`src/rtl/guess_sequencer.sv`:
```
// Letter-guessing game sequencer: holds a 5-letter secret word, checks one guess
// per position over five cycles, then scores the guess as hits or as a mistake.
module guess_sequencer (
   input  logic        clk,
   input  logic        nRst,
   input  logic [39:0] word,
   input  logic        word_valid,
   input  logic [7:0]  letter,
   input  logic        guess_valid,
   output logic        guess_ready,
   output logic [4:0]  indexCorrect,
   output logic [2:0]  correct,
   output logic [2:0]  incorrect,
   output logic        mistake,
   output logic        dup,
   output logic        gameEnd_host,
   output logic        win,
   output logic        lose,
   output logic [2:0]  o_dbg_state
);

   typedef enum logic [2:0] {
      S_IDLE, S_PLAY, S_CHECK, S_UPDATE, S_WIN, S_LOSE
   } state_t;

   state_t      r_state, w_next;
   logic [39:0] r_word;
   logic [7:0]  r_letter;
   logic [25:0] r_used;
   logic [4:0]  r_hit;
   logic [2:0]  r_idx;
   logic [4:0]  r_mask;
   logic [2:0]  r_correct;
   logic [2:0]  r_incorrect;
   logic        r_mistake;
   logic        r_dup;

   logic        w_in_range;
   logic [4:0]  w_letter_off;
   logic [31:0] w_used32;
   logic        w_letter_ok;
   logic        w_accept;
   logic        w_reject;
   logic [7:0]  w_word_byte;
   logic        w_match;
   logic [4:0]  w_new_mask;
   logic [2:0]  w_new_incorrect;

   function automatic logic [2:0] popcount5(input logic [4:0] m);
      popcount5 = {2'b00, m[0]} + {2'b00, m[1]} + {2'b00, m[2]}
                + {2'b00, m[3]} + {2'b00, m[4]};
   endfunction

   // Handshake: a guess transfers on a rising edge where guess_valid and
   // guess_ready are both high; guess_ready is high only in PLAY, so a request
   // seen in any other state is simply not taken (and gets no dup pulse).
   always_comb begin
      w_in_range      = (letter >= 8'h41) && (letter <= 8'h5A);
      w_letter_off    = letter[4:0] - 5'd1;
      w_used32        = {6'd0, r_used};
      w_letter_ok     = w_in_range && !w_used32[w_letter_off];
      w_accept        = (r_state == S_PLAY) && guess_valid && w_letter_ok;
      w_reject        = (r_state == S_PLAY) && guess_valid && !w_letter_ok;
      w_new_mask      = r_mask | r_hit;
      w_new_incorrect = (r_incorrect == 3'd6) ? 3'd6 : r_incorrect + 3'd1;
      case (r_idx)
         3'd4:    w_word_byte = r_word[39:32];
         3'd3:    w_word_byte = r_word[31:24];
         3'd2:    w_word_byte = r_word[23:16];
         3'd1:    w_word_byte = r_word[15:8];
         default: w_word_byte = r_word[7:0];
      endcase
      w_match = (w_word_byte == r_letter);
   end

   always_comb begin
      w_next = r_state;
      if (word_valid) begin
         w_next = S_PLAY;
      end else begin
         case (r_state)
            S_PLAY:   if (w_accept) w_next = S_CHECK;
            S_CHECK:  if (r_idx == 3'd0) w_next = S_UPDATE;
            S_UPDATE: begin
               if (w_new_mask == 5'b11111)                      w_next = S_WIN;
               else if (r_hit == 5'd0 && w_new_incorrect == 3'd6) w_next = S_LOSE;
               else                                             w_next = S_PLAY;
            end
            default:  w_next = r_state;
         endcase
      end
   end

   always_ff @(posedge clk) begin
      if (nRst) r_state <= S_IDLE;
      else      r_state <= w_next;
   end

   always_ff @(posedge clk) begin
      if (nRst || word_valid) begin
         r_word      <= nRst ? 40'd0 : word;
         r_letter    <= 8'd0;
         r_used      <= 26'd0;
         r_hit       <= 5'd0;
         r_idx       <= 3'd0;
         r_mask      <= 5'd0;
         r_correct   <= 3'd0;
         r_incorrect <= 3'd0;
         r_mistake   <= 1'b0;
         r_dup       <= 1'b0;
      end else begin
         r_mistake <= 1'b0;
         r_dup     <= 1'b0;
         case (r_state)
            S_PLAY: begin
               if (w_accept) begin
                  r_letter <= letter;
                  r_used   <= r_used | (26'd1 << w_letter_off);
                  r_hit    <= 5'd0;
                  r_idx    <= 3'd4;
               end else if (w_reject) begin
                  r_dup <= 1'b1;
               end
            end
            S_CHECK: begin
               r_hit <= r_hit | ({4'd0, w_match} << r_idx);
               if (r_idx != 3'd0) r_idx <= r_idx - 3'd1;
            end
            S_UPDATE: begin
               if (r_hit != 5'd0) begin
                  r_mask    <= w_new_mask;
                  r_correct <= popcount5(w_new_mask);
               end else begin
                  r_incorrect <= w_new_incorrect;
                  r_mistake   <= 1'b1;
               end
            end
            default: ;
         endcase
      end
   end

   assign guess_ready  = (r_state == S_PLAY);
   assign win          = (r_state == S_WIN);
   assign lose         = (r_state == S_LOSE);
   assign gameEnd_host = win || lose;
   assign indexCorrect = r_mask;
   assign correct      = r_correct;
   assign incorrect    = r_incorrect;
   assign mistake      = r_mistake;
   assign dup          = r_dup;
   assign o_dbg_state  = r_state;

endmodule

```
`config.mk`:
```
export PLATFORM = sky130hd
export DESIGN_NAME = guess_sequencer
export DESIGN_NICKNAME = d
export VERILOG_FILES = /design/src/rtl/guess_sequencer.sv
export SDC_FILE = /design/constraint.sdc
export NUM_CORES = 1
export LEC_CHECK = 0
export BUFFER_PORTS_ARGS = -buffer_cell sky130_fd_sc_hd__buf_2
export CORE_UTILIZATION = 50
export DETAILED_ROUTE_END_ITERATION = 10
export PLACE_DENSITY = 0.74
export SLEW_MARGIN = 30
export SYNTH_ARGS = -nofsm -noshare
export SYNTH_HDL_FRONTEND = slang
export SYNTH_SLANG_ARGS = --single-unit
```
`constraint.sdc`:
```
create_clock -name clk -period 3.95 [get_ports clk]
set_input_delay 0.395 -clock clk [delete_from_list [all_inputs] [get_ports clk]]
set_output_delay 0.395 -clock clk [all_outputs]
set_load 0.05 [all_outputs]
```
After elaboration in Yosys (flattened, before gate mapping) --
Index checks and enable logic that the tools add are counted.
Storage, ports and cells: register bits 98
Cells by class: reduce and logical (&&, ||, !) cells 27, equality and inequality tests 18, bitwise gates (word level) 6, order comparisons 3, $add $sub $neg 7, multiplexer cells 17, shift operators 2
Operators by type and width (count):
- one-hot mux 8 bit (4 select lines) | 1
- OR 26 bit | 1
- left shift 1 x 5 -> 26 bit, first input constant | 1
- two-way mux 3 bit | 7
- == test 3 bit, second input constant | 5
- == test 3 x 2 -> 1 bit, second input constant | 4
- OR 5 bit | 2
- one-hot mux 5 bit (2 select lines) | 1
- one-hot mux 3 bit (3 select lines) | 1
- AND reduction 3 bit | 3
- == test 8 bit | 1
- >= comparator 8 x 7 -> 1 bit, second input constant | 1
- <= comparator 8 x 7 -> 1 bit, second input constant | 1
- AND reduction 2 bit | 4
- adder 3 x 1 -> 3 bit | 2
- == test 3 x 1 -> 1 bit, second input constant | 2
- logical AND 1 bit | 6
- < comparator 5 x 6 -> 1 bit, second input constant | 1
- one-hot mux 3 bit (2 select lines) | 1
- nonzero test 3 bit | 2
- binary-select mux 1 bit (select 5 bit) | 1
- == test 5 bit, second input constant | 1
- zero test 5 bit | 1
- two-way mux 5 bit | 1
- 20 further kinds | 29

Depth between registers and ports, before layout --
depth in word-level cells 9, mapped depth 12

Worst setup path after synthesis --
OpenSTA, ideal clock, no wires.
path kind input to register, from input letter[0], to register r_letter[3], data required time 3.743 ns, arrival 2.708 ns, cell stages on the path 11, buffers on the path 3, path slack 1.035 ns, cell sequence buf_2 > inv_1 > ha_1 > ha_1 > clkbuf_1 > mux4_2 > a21oi_1 > or4_4 > clkbuf_1 > o21ai_1 > a21oi_1
On the way: word-level cells in the longest chain between the ends 7, elaborated cells on any way between the ends 10, classes of those cells add/sub: 1; order compare: 2; mux: 2; reduce/logical: 5
Ends and longest elaborated chain:
- start, declared | line 8 | input logic [7:0] letter,
- subtractor 5 x 1 -> 5 bit | line 59 | w_letter_off = letter[4:0] - 5'd1;
- binary-select mux 1 bit (select 5 bit) | line 61 | w_letter_ok = w_in_range && !w_used32[w_letter_off];
- two-way mux 1 bit (not written as such) | line 61
- zero test 1 bit | line 61
- logical AND 1 bit (*) | line 61
- logical AND 1 bit (*) | line 62 | w_accept = (r_state == S_PLAY) && guess_valid && w_letter_ok;
- AND reduction 2 bit (no line) (*)
- end signal, assigned | line 117 | r_letter <= letter;
- end, declared | line 28 | logic [7:0] r_letter;
Mark *: on every way between the ends. The rest lies on a longest branch, timed or not. The select of a mux whose other input is x is not followed. A chain may end at the register's enable or synchronous reset.

Worst setup path in the final report --
from register r_idx[1], to register r_hit[4]
On the way: word-level cells in the longest chain between the ends 6, elaborated cells on any way between the ends 9, classes of those cells eq/ne: 5; shift: 1; mux: 2; bitwise: 1
Ends and longest elaborated chain:
- start, declared | line 31 | logic [2:0] r_idx;
- start signal, assigned | line 127 | if (r_idx != 3'd0) r_idx <= r_idx - 3'd1;
- == test 3 x 1 -> 1 bit (tied with other cells) | line 66 | case (r_idx)
- one-hot mux 8 bit (4 select lines) | line 66
- == test 8 bit | line 73 | w_match = (w_word_byte == r_letter);
- left shift 1 x 3 -> 5 bit (*) | line 126 | r_hit <= r_hit | ({4'd0, w_match} << r_idx);
- OR 5 bit (*) | line 126
- one-hot mux 5 bit (2 select lines) (*) | line 114 | case (r_state)
- end signal, assigned | line 126
- end, declared | line 30 | logic [4:0] r_hit;
Mark *: on every way between the ends. The rest lies on a longest branch, timed or not.

==> results_tabular.tex <==
\begin{tabular}{lr}
\hline
Metric & Value \\
\hline
\multicolumn{2}{l}{\textbf{Status}} \\
\quad Run status & finished, final reports clean \\
\multicolumn{2}{l}{\textbf{Synthesis}} \\
\quad Number of synthesized flops with an enable pin & 40 \\
\quad Flip-flop and latch count after synthesis & 98 \\
\quad Number of warnings issued by yosys & 0 \\
\quad Synthesized Nets & 529 \\
\quad Count of different cell masters after synthesis & 56 \\
\quad Sequential share of the synthesized area & 48.9\% \\
\quad Netlist Area Pre-Place & 4830 sq um \\
\quad Post-Syn Instances & 459 \\
\quad Syn avg cell area & 10.5 sq um \\
\quad Most used flip-flop cell after synthesis & sky130\_fd\_sc\_hd\_\_dfxtp\_1 \\
\quad Share of flip-flops with an asynchronous set or reset after synthesis & 0\% \\
\multicolumn{2}{l}{\textbf{Floorplanning}} \\
\quad Effective utilization at floorplan & 52.1\% \\
\quad Top Ports & 72 \\
\quad Row count & 35 \\
\quad Full die area & 10100 sq um \\
\quad Die Width & 100 um \\
\quad Overall die height & 100 um \\
\quad Area inside the core boundary & 9280 sq um \\
\multicolumn{2}{l}{\textbf{Power}} \\
\quad Cell Int Power & 0.00139 W \\
\quad Net switching fraction of the power & 24.3\% \\
\quad Power consumption & 0.00183 W \\
\quad Switching component of the power & 0.000445 W \\
\quad Pwr/cell area & 339 nW/um\^{}2 \\
\quad Static leakage & 2.16 nW \\
\quad Maximum resistive drop on vdd & 0.134 mV \\
\quad Register share of total power & 60.6\% \\
\quad Portion of total power attributed to the clock network & 30.1\% \\
\quad Comb power frac & 9.3\% \\
\multicolumn{2}{l}{\textbf{Worst setup path}} \\
\quad Top delay family on crit path & simple AND/OR/NAND/NOR gates \\
\quad Largest fanout on the critical path & 12 \\
\quad Cell-by-cell trace of the critical path & inv\_1 > ha\_1 > or3\_1 > a211o\_1 > and3\_1 > nor4bb\_1 > nand4\_1 > o21ai\_1 \\
\quad Startpoint type of the worst setup path & flip-flop \\
\quad Kind of capture point of the worst setup path & flip-flop \\
\quad Buf/Inv on CP & 1 \\
\quad Category of the critical setup timing path & reg -> reg \\
\quad Endpoint required time on the critical path & 4240 ps \\
\quad Slowest cell on crit path & sky130\_fd\_sc\_hd\_\_nor4bb\_1 \\
\quad Data arrival, critical path & 3390 ps \\
\quad Largest stage delay, worst path & 620 ps \\
\multicolumn{2}{l}{\textbf{Cells and area}} \\
\quad Number of inserted filler cells in the final layout & 837 \\
\quad Footprint of the multi-input gates & 2290 sq um \\
\quad Final net count & 584 \\
\quad Count of non-filler cells in the finished layout & 648 \\
\quad Number of diodes added for antenna fixing & 0 \\
\quad Growth of design area from synthesis to finish & 12.0\% \\
\quad Share of final-layout standard cells stronger than drive strength 1 & 20.2\% \\
\quad Register cell area after layout & 2360 sq um \\
\quad Fin util & 58.3\% \\
\multicolumn{2}{l}{\textbf{GRT}} \\
\quad Maximum number of pins on one net before global-route repair & 43 \\
\quad Overall global routing resource usage & 21.6\% \\
\quad Met1 Track Usage GR & 28.3\% \\
\quad Antenna violations before repair & 0 \\
\quad GRT Max-Usage Layer & met2 \\
\quad Global-route wire length before repair & 17.1 mm \\
\quad GR Layer Usage met2 & 36.5\% \\
\quad Via count of the first global-routing pass & 3584 \\
\quad Met3 usage in global routing & 2.92\% \\
\quad Overflow after GRT & 0 \\
\multicolumn{2}{l}{\textbf{Clock tree}} \\
\quad Clock latency reported for the late side of the worst-skew pair & 350 ps \\
\quad Number of CTS-inserted buffers & 9 \\
\quad Resize count post-CTS & 0 \\
\quad Depth of the CTS H-tree & 3 \\
\quad Clock tree from TritonCTS & yes \\
\quad TritonCTS sink count & 98 \\
\quad Post-CTS setup buffers & 0 \\
\quad Number of buffers added to fix hold violations after cts & 0 \\
\quad Root buffer selected by CTS & sky130\_fd\_sc\_hd\_\_clkbuf\_8 \\
\quad Clock input transition at the sequential cells of the worst setup and hold paths & 90 ps \\
\quad Maximum buffer depth of the clock tree & 2 \\
\multicolumn{2}{l}{\textbf{Placement}} \\
\quad DP Cell Count & 632 \\
\quad GP Congestion & 0.825 \\
\quad PortBufs & 71 \\
\quad Place WS & 589 ps \\
\quad Detailed placer's ending HPWL & 7.27 mm \\
\multicolumn{2}{l}{\textbf{Drt}} \\
\quad Per-cell routed wire length & 15.8 um \\
\quad Drt first pass iters & 5 \\
\quad DRC violation total after the first TritonRoute iteration & 192 \\
\quad Via density per instance & 5.73 \\
\quad Count of unresolved DRC violations after routing & 0 \\
\quad Via total after detailed routing & 3716 \\
\quad Number of nets still failing antenna checks after routing & 0 \\
\quad Wire length after detailed routing & 10.2 mm \\
\multicolumn{2}{l}{\textbf{STA}} \\
\quad Final number of hold-violating endpoints & 0 \\
\quad Shortest period the worst path allows & 3100 ps \\
\quad Crit share post-route & 78.4\% \\
\quad Sum of negative setup slack & 0 ps \\
\quad Max Clk Rate & 323 MHz \\
\quad Finish-stage setup viols & 0 \\
\quad Max Clock Skew & 10.4 ps \\
\quad Worst slew pin tran & 910 ps \\
\quad Worst slew margin & 39.3\% \\
\quad Unrepaired setup endpoints after global routing & false \\
\quad Max-slew violation count & 0 \\
\quad Worst path setup slack after routing & 855 ps \\
\multicolumn{2}{l}{\textbf{Hold path}} \\
\quad Worst hold-check path type & in -> reg \\
\multicolumn{2}{l}{\textbf{Flow run}} \\
\quad Max-cap violations & 0 \\
\hline
\end{tabular}
==> path summary, 6_finish.rpt <==
path	depth (start not counted)	end	startpoint	slack, ps
worst max-delay path	8	r_hit[4]	r_idx[1]	850
worst min-delay path	2	r_word[30]	word[30]	320
worst max register to register	8	r_hit[4]	r_idx[1]	850
worst min register to register	2	correct[1]	correct[1]	460
==> sequential cells by signal, indices dropped and copies added (netlist names) <==
name	flops
o_dbg_state	3
dup	1
r_letter	8
r_hit	5
incorrect	3
r_idx	3
indexCorrect	5
mistake	1
correct	3
r_word	40
r_used	26
==> layer usage <==
metal	vias to the layer above	part of all wire, %
met5	-	0
met4	0	1.4
met3	14	4.1
met2	93	50
met1	1790	44
li1	1819	-
==> per-stage QoR <==
stage | instance area, sq um | hold WS (ps)
detailed placement | 5250 | 445
finish | 5410 | 324
CTS | 5410 | 311
global placement | 5250 | 442
global route | 5410 | 307
floorplan | 4830 | 435
==> area by class of cell <==
type / count / share of cell area, %
inverter: 14 / 0.971
sequential: 98 / 43.6
clock buffer: 10 / 2.36
clock inverter: 6 / 0.624
timing repair buffer: 75 / 7.12
multi-input combinational: 316 / 42.3
tap: 129 / 2.98
==> placed cells by master (no fill, tap or decap), drive strengths merged, types with 7 or more instances in the layout <==
cell type and count:
buf 75, dfxtp 58, nor2b 43, edfxtp 40, a21oi 35, a32o 26, nand3 23, mux2i 21
nand2 20, ha 16, nor2 16, inv 14, o21ai 12, o211ai 10, clkbuf 10, nand2b 8
nor3 8, and3 7, a22oi 7
==> cells in the mapped netlist, types with 5 or more instances <==
master,instances,share of area (%)
sky130_fd_sc_hd__a21oi_1,35,3.6
sky130_fd_sc_hd__a22oi_1,7,1.1
sky130_fd_sc_hd__a32o_1,26,5.4
sky130_fd_sc_hd__and3_1,7,0.91
sky130_fd_sc_hd__clkbuf_1,22,1.7
sky130_fd_sc_hd__dfxtp_1,58,24
sky130_fd_sc_hd__edfxtp_1,40,25
sky130_fd_sc_hd__ha_1,16,4.1
sky130_fd_sc_hd__inv_1,13,1.0
sky130_fd_sc_hd__mux2i_1,21,4.3
sky130_fd_sc_hd__nand2_1,20,1.6
sky130_fd_sc_hd__nand2b_1,8,1.0
sky130_fd_sc_hd__nand3_1,23,2.4
sky130_fd_sc_hd__nor2_1,15,1.2
sky130_fd_sc_hd__nor2b_1,43,5.6
sky130_fd_sc_hd__nor3_1,8,0.83
sky130_fd_sc_hd__o211ai_1,10,1.6
sky130_fd_sc_hd__o21ai_1,11,1.1
sky130_fd_sc_hd__or2_2,5,0.65
==> logic make-up after synthesis <==
kind of cell / count (synthesis) / share of synthesized area (%)
DFF: 98 / 48.9
muxes: 29 / 7.14
AOI/OAI and AO/OA: 108 / 16.0
and+or+nand+nor: 157 / 18.4
buffers and inverters: 45 / 3.83
xor gates and xnor gates: 4 / 0.725
adders and majority gates: 18 / 4.97
==> power by group through the flow <==
stage / Clock [W] / Combinational [W] / Sequential, W
3_5_place_dp: 0 / 0.000170 / 0.00113
5_1_grt: 0.000603 / 0.000188 / 0.00111
6_report: 0.000552 / 0.000171 / 0.00111
4_1_cts: 0.000561 / 0.000171 / 0.00111
2_1_floorplan: 0 / 0.000113 / 0.00113
3_3_place_gp: 0 / 0.000166 / 0.00113
(Power assumes the default switching activity.)
